<file path="config.mk">
export PLATFORM = sky130hd
export DESIGN_NAME = dm_cache_ctrl
export DESIGN_NICKNAME = d
export VERILOG_FILES = /design/src/rtl/dm_cache_ctrl.sv
export SDC_FILE = /design/constraint.sdc
export NUM_CORES = 1
export LEC_CHECK = 0
export ABC_AREA = 1
export ABC_CLOCK_PERIOD_IN_PS = 5800
export BUFFER_PORTS_ARGS = -buffer_cell sky130_fd_sc_hd__clkbuf_2
export CAP_MARGIN = 20
export CORE_ASPECT_RATIO = 0.5
export CORE_MARGIN = 3
export CORE_UTILIZATION = 44
export CTS_BUF_LIST = sky130_fd_sc_hd__clkbuf_16
export CTS_CLUSTER_DIAMETER = 200
export DETAILED_ROUTE_END_ITERATION = 7
export PLACE_DENSITY_LB_ADDON = 0.15
export SYNTH_ARGS = -nofsm -noshare
export SYNTH_HDL_FRONTEND = slang
export SYNTH_SLANG_ARGS = --single-unit
export TNS_END_PERCENT = 20
</file>
<file path="constraint.sdc">
create_clock -name clk -period 5.8 [get_ports clk]
set_clock_uncertainty 0.2 [all_clocks]
set_input_delay 0.29 -clock clk [delete_from_list [all_inputs] [get_ports clk]]
set_output_delay 0.29 -clock clk [all_outputs]
set_load 0.1 [all_outputs]
</file>
<file path="src/rtl/dm_cache_ctrl.sv">
// Direct-mapped, write-through, no-write-allocate cache controller.
// One word per line; misses and all writes go to main memory over a req/ack handshake.
module dm_cache_ctrl #(
  parameter int ADDR_W  = 32,
  parameter int INDEX_W = 4,
  parameter int CNT_W   = 16
) (
  input  logic              clk,
  input  logic              reset,
  input  logic [ADDR_W-1:0] address,
  input  logic              r_w,
  input  logic [31:0]       wdata,
  output logic              hit_miss,
  output logic [31:0]       data,
  output logic              mem_req,
  output logic              mem_we,
  output logic [ADDR_W-1:0] mem_addr,
  output logic [31:0]       mem_wdata,
  input  logic [31:0]       mem_rdata,
  input  logic              mem_ack,
  output logic [CNT_W-1:0]  hit_count,
  output logic [CNT_W-1:0]  miss_count
);

  localparam int LINES = 1 << INDEX_W;
  localparam int TAG_W = ADDR_W - INDEX_W - 2;
  localparam logic [CNT_W-1:0] CNT_ONE = CNT_W'(1);

  typedef enum logic [1:0] {IDLE, REFILL, WRITE} state_t;

  state_t state, state_nxt;

  logic [LINES-1:0] valid_q;
  logic [TAG_W-1:0] tag_arr [LINES];
  logic [31:0]      data_arr [LINES];

  logic [INDEX_W-1:0] req_idx, fill_idx, arr_idx;
  logic [TAG_W-1:0]   req_tag, fill_tag;
  logic               lookup_hit;
  logic               arr_we, tag_we, valid_set;
  logic [31:0]        arr_data;

  logic              hit_miss_d, mem_req_d, mem_we_d;
  logic [31:0]       data_d, mem_wdata_d;
  logic [ADDR_W-1:0] mem_addr_d;
  logic [CNT_W-1:0]  hit_cnt_d, miss_cnt_d;

  // Byte offset is irrelevant for whole-word accesses.
  logic addr_unused;
  assign addr_unused = &address[1:0];

  assign req_idx    = address[INDEX_W+1:2];
  assign req_tag    = address[ADDR_W-1:INDEX_W+2];
  // Refill uses the latched memory address, not the (ignored) live request.
  assign fill_idx   = mem_addr[INDEX_W+1:2];
  assign fill_tag   = mem_addr[ADDR_W-1:INDEX_W+2];
  assign lookup_hit = valid_q[req_idx] && (tag_arr[req_idx] == req_tag);

  always_comb begin
    state_nxt   = state;
    hit_miss_d  = hit_miss;
    data_d      = data;
    mem_req_d   = mem_req;
    mem_we_d    = mem_we;
    mem_addr_d  = mem_addr;
    mem_wdata_d = mem_wdata;
    hit_cnt_d   = hit_count;
    miss_cnt_d  = miss_count;
    arr_we      = 1'b0;
    tag_we      = 1'b0;
    valid_set   = 1'b0;
    arr_idx     = req_idx;
    arr_data    = wdata;

    unique case (state)
      IDLE: begin
        if (!r_w && lookup_hit) begin
          hit_miss_d = 1'b0;
          data_d     = data_arr[req_idx];
          if (hit_count != '1) hit_cnt_d = hit_count + CNT_ONE;
        end else begin
          hit_miss_d = 1'b1;
          mem_req_d  = 1'b1;
          mem_we_d   = r_w;
          mem_addr_d = {address[ADDR_W-1:2], 2'b00};
          if (r_w) begin
            mem_wdata_d = wdata;
            arr_we      = lookup_hit;
            state_nxt   = WRITE;
          end else begin
            if (miss_count != '1) miss_cnt_d = miss_count + CNT_ONE;
            state_nxt = REFILL;
          end
        end
      end
      REFILL: begin
        if (mem_ack) begin
          arr_we     = 1'b1;
          tag_we     = 1'b1;
          valid_set  = 1'b1;
          arr_idx    = fill_idx;
          arr_data   = mem_rdata;
          data_d     = mem_rdata;
          hit_miss_d = 1'b0;
          mem_req_d  = 1'b0;
          state_nxt  = IDLE;
        end
      end
      WRITE: begin
        if (mem_ack) begin
          data_d     = mem_wdata;
          hit_miss_d = 1'b0;
          mem_req_d  = 1'b0;
          state_nxt  = IDLE;
        end
      end
      default: state_nxt = IDLE;
    endcase
  end

  always_ff @(posedge clk or negedge reset) begin
    if (!reset) begin
      state      <= IDLE;
      valid_q    <= '0;
      hit_miss   <= 1'b1;
      data       <= '0;
      mem_req    <= 1'b0;
      mem_we     <= 1'b0;
      mem_addr   <= '0;
      mem_wdata  <= '0;
      hit_count  <= '0;
      miss_count <= '0;
    end else begin
      state      <= state_nxt;
      hit_miss   <= hit_miss_d;
      data       <= data_d;
      mem_req    <= mem_req_d;
      mem_we     <= mem_we_d;
      mem_addr   <= mem_addr_d;
      mem_wdata  <= mem_wdata_d;
      hit_count  <= hit_cnt_d;
      miss_count <= miss_cnt_d;
      if (valid_set) valid_q[fill_idx] <= 1'b1;
    end
  end

  // Tag/data storage needs no reset; valid bits gate every use.
  always_ff @(posedge clk) begin
    if (arr_we) data_arr[arr_idx] <= arr_data;
    if (tag_we) tag_arr[arr_idx]  <= fill_tag;
  end

endmodule

</file>
==> flow_summary.yaml, run 1 <==
timing:
  period_needed_ps: 4000
  rsz0062_at_grt: "no"
  fmax_mhz: 250
  layout_setup_ws_ps: 1800
  fin_hold_ws_ps: 42.3
  worst_slew_pin_slew_ps: 1120
  finalMaxSlewViolations: 0
  fin_crit_sh_pct: 69.1
  relSlewSlack_pct: 25.1
  fin_tns_setup_ps: 0
  hold_viol_final: 0
  finalSetupViolCount: 0
global_routing:
  use_met2_pct: 37.6
  grt_pass1_vias: 30000
  grt_use_total_pct: 23.6
  antenna_found_initial: 1
  grt_max_degree: 202
  grt_pass1_wl_mm: 191
  grt_overflow: 0
  busiest_layer: "met2"
  use_met3_pct: 3.34
  use_met1_pct: 33.8
pwr:
  ir_drop_uv: 410
  power_density_nw_per_um2: 441
  power.total_mw: 23.2
  power.leakage_nw: 20.2
clocking:
  clk_pin_slew_ps: 60
  ctsLongestPathBuffers: 3
  numCtsBuffers: 97
  clock-sinks: 1075
  cts.hold.buffers_added: 95
  htree_num_levels: 3
  postCtsResizedCells: 0
  cts_tree: "done"
  cts_post_setup_buffers_inserted: 0
  root_buffer: "clkbuf_16"
  clkLatencyLatePin_ps: 710
placement:
  portBuffers: 226
  pre_cts_ws_ps: 1090
  place_area_sq_um: 48500
  dp.cells: 5525
  finalWeightedCongestion: 0.853
  dp.final_hpwl_mm: 69.4
logic_synthesis:
  async_reset_ff_share_pct: 13.7
  synth_top_area_share_pct: 61.3
  ys_seq_elements: 1075
  yosys.cell_count.top_type: "nand2_1"
  synth_area_leaders: "edfxtp_1 61%, dfrtp_1 8.0%, nand2_1 7.8%"
  synth_common_cells: "943 x nand2_1, 928 x edfxtp_1, 426 x nor2_1"
  synth_edf_count: 928
  yosys.area.top_type: "edfxtp_1"
  synth_area_sq_um: 45500
  yosysUniqueCellTypes: 41
  yosysSeqAreaShare_pct: 69.3
  ys_warn_count: 0
  syn_area_per_cell_sq_um: 11.1
  postSynthCellCount: 4095
  ys.flop_type: "edfxtp_1"
routing:
  routedWlPerCell_microns: 22.1
  vias: 31800
  drtIter0Drc: 3105
  vias_per_cell: 5.47
  drtAntennaViolNets: 0
  first_pass_iters: 6
  wl_mm: 128
  drc: 0
floorplanning:
  core_area_sq_um: 101000
  ios: 231
  initial_core_util_pct: 44.9
  die-area_sq_um: 108000
  die_w_microns: 461
  dieHeight_microns: 233
  row_count: 82
finish:
  final_cells: 5804
  fin_nets: 4483
  syn_to_final_growth_pct: 15.5
  utilization_pct: 51.8
  drive_gt1_share_pct: 12.4
  fin_area_sq_um: 52600
setup_path:
  crit_arrival_ps: 4140
  worstPathRequired_ps: 5940
  path_max_fanout: 65
  critPathLaunchType: "input pin"
  ff2ff_path_depth: 7
  crit_type: "in2reg"
  cp-end-kind: "flip-flop"
worst_hold_path:
  hp-class: "in2reg"
  whs_path_depth: 4
flow_run:
  drv_cap: 0
outcome:
  status: "completed"
[cells by family after synthesis]
logic type,count (synthesis),synth area share [%]
AO/OA/AOI/OAI,684,9.28
XOR/XNOR,17,0.327
adder cells (fa/ha/maj),6,0.165
buffers and inverters,554,5.15
flip-flops,1075,69.3
other,1,0.00824
AND/OR/NAND/NOR,1758,15.7
[flip-flops by register name, summed over array words and instances (netlist names)]
| signal | count |
|---|---|
| hit_count | 16 |
| miss_count | 16 |
| hit_miss | 1 |
| mem_we | 1 |
| data_arr | 512 |
| mem_addr | 30 |
| mem_wdata | 32 |
| tag_arr | 416 |
| valid_q | 16 |
| data | 32 |
| mem_req | 1 |
| state | 2 |
[cells in the final DEF, fill, tap and decap left out, drive strengths merged, types with 4 or more instances in the layout]
cell type      n
nand2        945
edfxtp       928
o21ai        454
nor2         430
nand3        352
inv          348
clkbuf       323
dfrtp        146
o221ai       108
buf          108
dlygate4sd3   94
a21oi         34
clkinv        34
o211ai        32
a32o          31
o22ai         20
nor3          12
xor2          11
nand4          9
xnor2          6
bufinv         6
ha             6
nor4           4
clkinvlp       4
[worst paths after layout]
| path | start | endpoint | slack, ps |
|---|---|---|---|
| setup / recovery | address[2] | data_arr[10][18]$_DFFE_PP_ | 1800 |
| hold / removal | mem_rdata[30] | data_arr[5][30]$_DFFE_PP_ | 40 |
| setup reg to reg | state[1]$_DFFE_PN0P_ | tag_arr[14][0]$_DFFE_PP_ | 1990 |
| hold reg to reg | valid_q[13]$_DFFE_PN0P_ | valid_q[13]$_DFFE_PN0P_ | 260 |
| max in group asynchronous | reset | mem_wdata[31]$_DFFE_PN0P_ | 4090 |
| min in group asynchronous | reset | mem_addr[11]$_DFFE_PN0P_ | 510 |
[final cells by class]
cell class                 count  area, sq um
fill                        8789        48800
timing repair buffer         424         3160
multi-input combinational   2467        11800
antenna                        1         2.50
clock inverter                80          596
tap                         1344         1680
clock buffer                 101         2530
sequential                  1075        31500
inverter                     312         1190
[worst max-delay path: stages]
cell and delay [ps]:
buf_8 320, clkinv_8 380, buf_12 340, nand2_1 100
nand3_1 70, nand3_1 80, nand3_1 150, nand2_1 140
nand2_1 50, nand2_1 190, nand3_1 110, nor2_1 110
nand2_1 100, nor2_4 200, nand2_1 180, o21ai_1 190
inv_2 290, nor2_4 180, buf_4 430
[power by group]
group	internal [mW]	switching [mW]
clock	3.44	2.94
combinational	1.24	5.24
sequential	9.61	0.690
total	14.3	8.87
[routing by layer]
metal	up-vias	routed length (microns)
met5	-	0
met4	0	3430
met3	202	7520
met2	1027	59700
met1	15700	57500
li1	14800	-
No activity file was read; power rests on OpenSTA's default activity.
==> run 2, diff against run 1 <==
ABC_CLOCK_PERIOD_IN_PS = 3740   (was 5800)
clock period = 3.74 ns   (was 5.8 ns; I/O delays follow)
==> run 2 against run 1 <==
Compared with the run above:
- sequential cell count stayed put
- non-clock buffer count is 56 higher
- clock-buffer cell count is 3 lower
- first-iteration DRC count is 1.5% higher
- register-to-register slack worse by 1600 ps
- worst setup slack worse by 1500 ps
- sequential power is 55% higher
- critical path type unchanged
- global-route usage is 0.082 points lower
- critical path depth is 3 higher
- critical endpoint is now data[28]$_DFFE_PN0P_
- sequential share of layout area is 1.0 points lower
- routed wire length is 0.35% lower
==> flow_summary.yaml, run 2 (synthesis results as in run 1) <==
floorplanning:
  ios: 231
  die-area_sq_um: 108000
  die_w_microns: 461
  row_count: 82
  initial_core_util_pct: 44.9
  core_area_sq_um: 101000
  dieHeight_microns: 233
setup_path:
  worstPathRequired_ps: 4110
  critPathLaunchType: "input pin"
  cp-end-kind: "flip-flop"
  crit_type: "in2reg"
  ff2ff_path_depth: 21
  crit_arrival_ps: 3830
  r2r-start: "tag_arr[15][3]$_DFFE_PP_"
  cp_common_cell: "nand2_1"
  slowest_delay_ps: 560
  rr_endpoint: "data[28]$_DFFE_PN0P_"
  crit_slowest_cell: "dlygate4sd3_1"
  crit_chain: "dlygate4sd3_1 -> buf_6 -> inv_4 -> buf_12 -> nand3_1 -> nand3_1 -> nand2_1 -> nand2_1 -> nand2_1 -> nor2_1 -> nand2_1 -> inv_1 -> nand2_1 -> nor2_2 -> buf_4 -> nand3_2 -> nand2_4 -> nand2_4 -> buf_12 -> nand2_1 -> o21ai_2 -> dlygate4sd3_1"
  cp_top_family: "buffers and inverters"
  crit_buf_inv: 8
  rrSetupSlack_ps: 400
  path_max_fanout: 35
timing:
  period_needed_ps: 3460
  fin_hold_ws_ps: 97.3
  hold_viol_final: 0
  fmax_mhz: 289
  layout_setup_ws_ps: 285
  finalMaxSlewViolations: 0
  fin_crit_sh_pct: 92.4
  finalSetupViolCount: 0
  relSlewSlack_pct: 30.9
  rsz0062_at_grt: "no"
  worst_slew_pin_slew_ps: 1040
global_routing:
  grt_pass1_wl_mm: 191
  grt_overflow: 0
  grt_pass1_vias: 30200
  grt_use_total_pct: 23.5
  antenna_found_initial: 1
  grt_max_degree: 161
placement:
  pre_cts_ws_ps: 220
  portBuffers: 226
  dp.final_hpwl_mm: 72.6
  finalWeightedCongestion: 0.867
routing:
  routedWlPerCell_microns: 21.8
  drtAntennaViolNets: 0
  wl_mm: 128
  drc: 0
  vias: 32000
  vias_per_cell: 5.46
  first_pass_iters: 5
  drtIter0Drc: 3152
finish:
  largest-register: "data_arr"
  largest_registers: "data_arr: 512 flops, tag_arr: 416 flops"
  largest_reg_flops: 512
  multi_input_area_sq_um: 11800
  syn_to_final_growth_pct: 17.5
  utilization_pct: 52.7
  drive_gt1_share_pct: 13.2
  fillers: 8762
  layout_commonest_cell: "nand2_1"
  fin_nets: 4538
  mostFrequentLayoutCells: "942 x nand2_1, 928 x edfxtp_1, 396 x o21ai_0, 396 x nor2_1, 350 x nand3_1"
  seq_area_sq_um: 31500
pwr:
  ir_drop_uv: 650
  power_density_nw_per_um2: 677
  power.leakage_nw: 20.5
worst_hold_path:
  holdPathEnd: "mem_wdata[14]$_DFFE_PN0P_"
  min_from: "wdata[14]"
  hp-class: "in2reg"
  whs_path_depth: 4
clocking:
  cts.hold.buffers_added: 102
  clk_pin_slew_ps: 70
  clock-sinks: 1075
  postCtsResizedCells: 0
  root_buffer: "clkbuf_16"
  cts_post_setup_buffers_inserted: 0
  cts_tree: "done"
  numCtsBuffers: 96
  htree_num_levels: 3
  clkLatencyLatePin_ps: 690
  ctsLongestPathBuffers: 3
outcome:
  status: "completed"
flow_run:
  drv_cap: 0
run 2: cell types whose count changed in the layout (fill, tap and decap cells not counted), sizes merged:
cell and delta:
buf +49, bufinv +4, clkbuf -3, clkinv +8, clkinvlp -1, dlygate4sd3 +7, inv -10
run 2: worst max path at each step:
| stage | start | depth (start not counted) | to | slack, ps |
|---|---|---|---|---|
| after floorplan | address[2] | 20 | data_arr[12][0]$_DFFE_PP_ | -970 |
| after global placement | address[2] | 21 | data_arr[11][22]$_DFFE_PP_ | 220 |
| after detailed placement | address[2] | 20 | data_arr[11][22]$_DFFE_PP_ | 220 |
| after CTS | address[4] | 21 | data[28]$_DFFE_PN0P_ | 330 |
| after global routing | address[4] | 21 | data[28]$_DFFE_PN0P_ | 160 |
| final | address[4] | 22 | data[28]$_DFFE_PN0P_ | 280 |
run 2: report_power, final:
group          total, mW  switching (mW)  leakage (nW)  internal, mW
logic               10.3            8.17          8.80          2.16
registers           16.0            1.07          10.1          14.9
clock network       9.87            4.43          1.60          5.44
total               36.2            13.7          20.5          22.5
run 2: layout make-up:
type | instances | area share, %
Timing Repair Buffer | 480 | 7.66
Sequential cell | 1075 | 59.0
Multi-Input combinational cell | 2467 | 22.2
Tap cell | 1344 | 3.15
Antenna cell | 1 | 0.00468
Clock inverter | 81 | 1.17
Clock buffer | 98 | 4.59
Inverter | 312 | 2.24
run 2: metal layers:
layer,up-vias,global-route usage (%),share of wire (%)
li1,14900,-,-
met1,15800,33.6,45
met2,1034,37.6,47
met3,187,3.68,6.3
met4,0,6.39,2.5
met5,-,0,0
run 2: worst register-to-register path, cell delays in order, from the launching register on:
cell	delay [ps]
edfxtp_1	370
nand2_1	80
nand2_1	50
nand2_1	50
nand3_1	60
nand3_1	140
nand2_1	70
nand2_1	200
nand2_1	80
nor2_1	140
nand2_1	70
inv_1	50
nand2_1	90
nor2_2	150
buf_4	160
nand3_2	80
nand2_4	90
nand2_4	160
buf_12	240
nand2_1	100
o21ai_2	50
dlygate4sd3_1	560
run 2: metrics by stage:
stage / cells / setup TNS (ps) / cell area (sq um) / power, mW
floorplan: 4096 / -136480 / 45500 / 23.5
global placement: 5576 / 0 / 49300 / 26.3
detailed placement: 5576 / 0 / 49300 / 26.4
CTS: 5857 / 0 / 53400 / 36.4
global route: 5858 / 0 / 53400 / 37.6
finish: 5858 / 0 / 53400 / 36.2
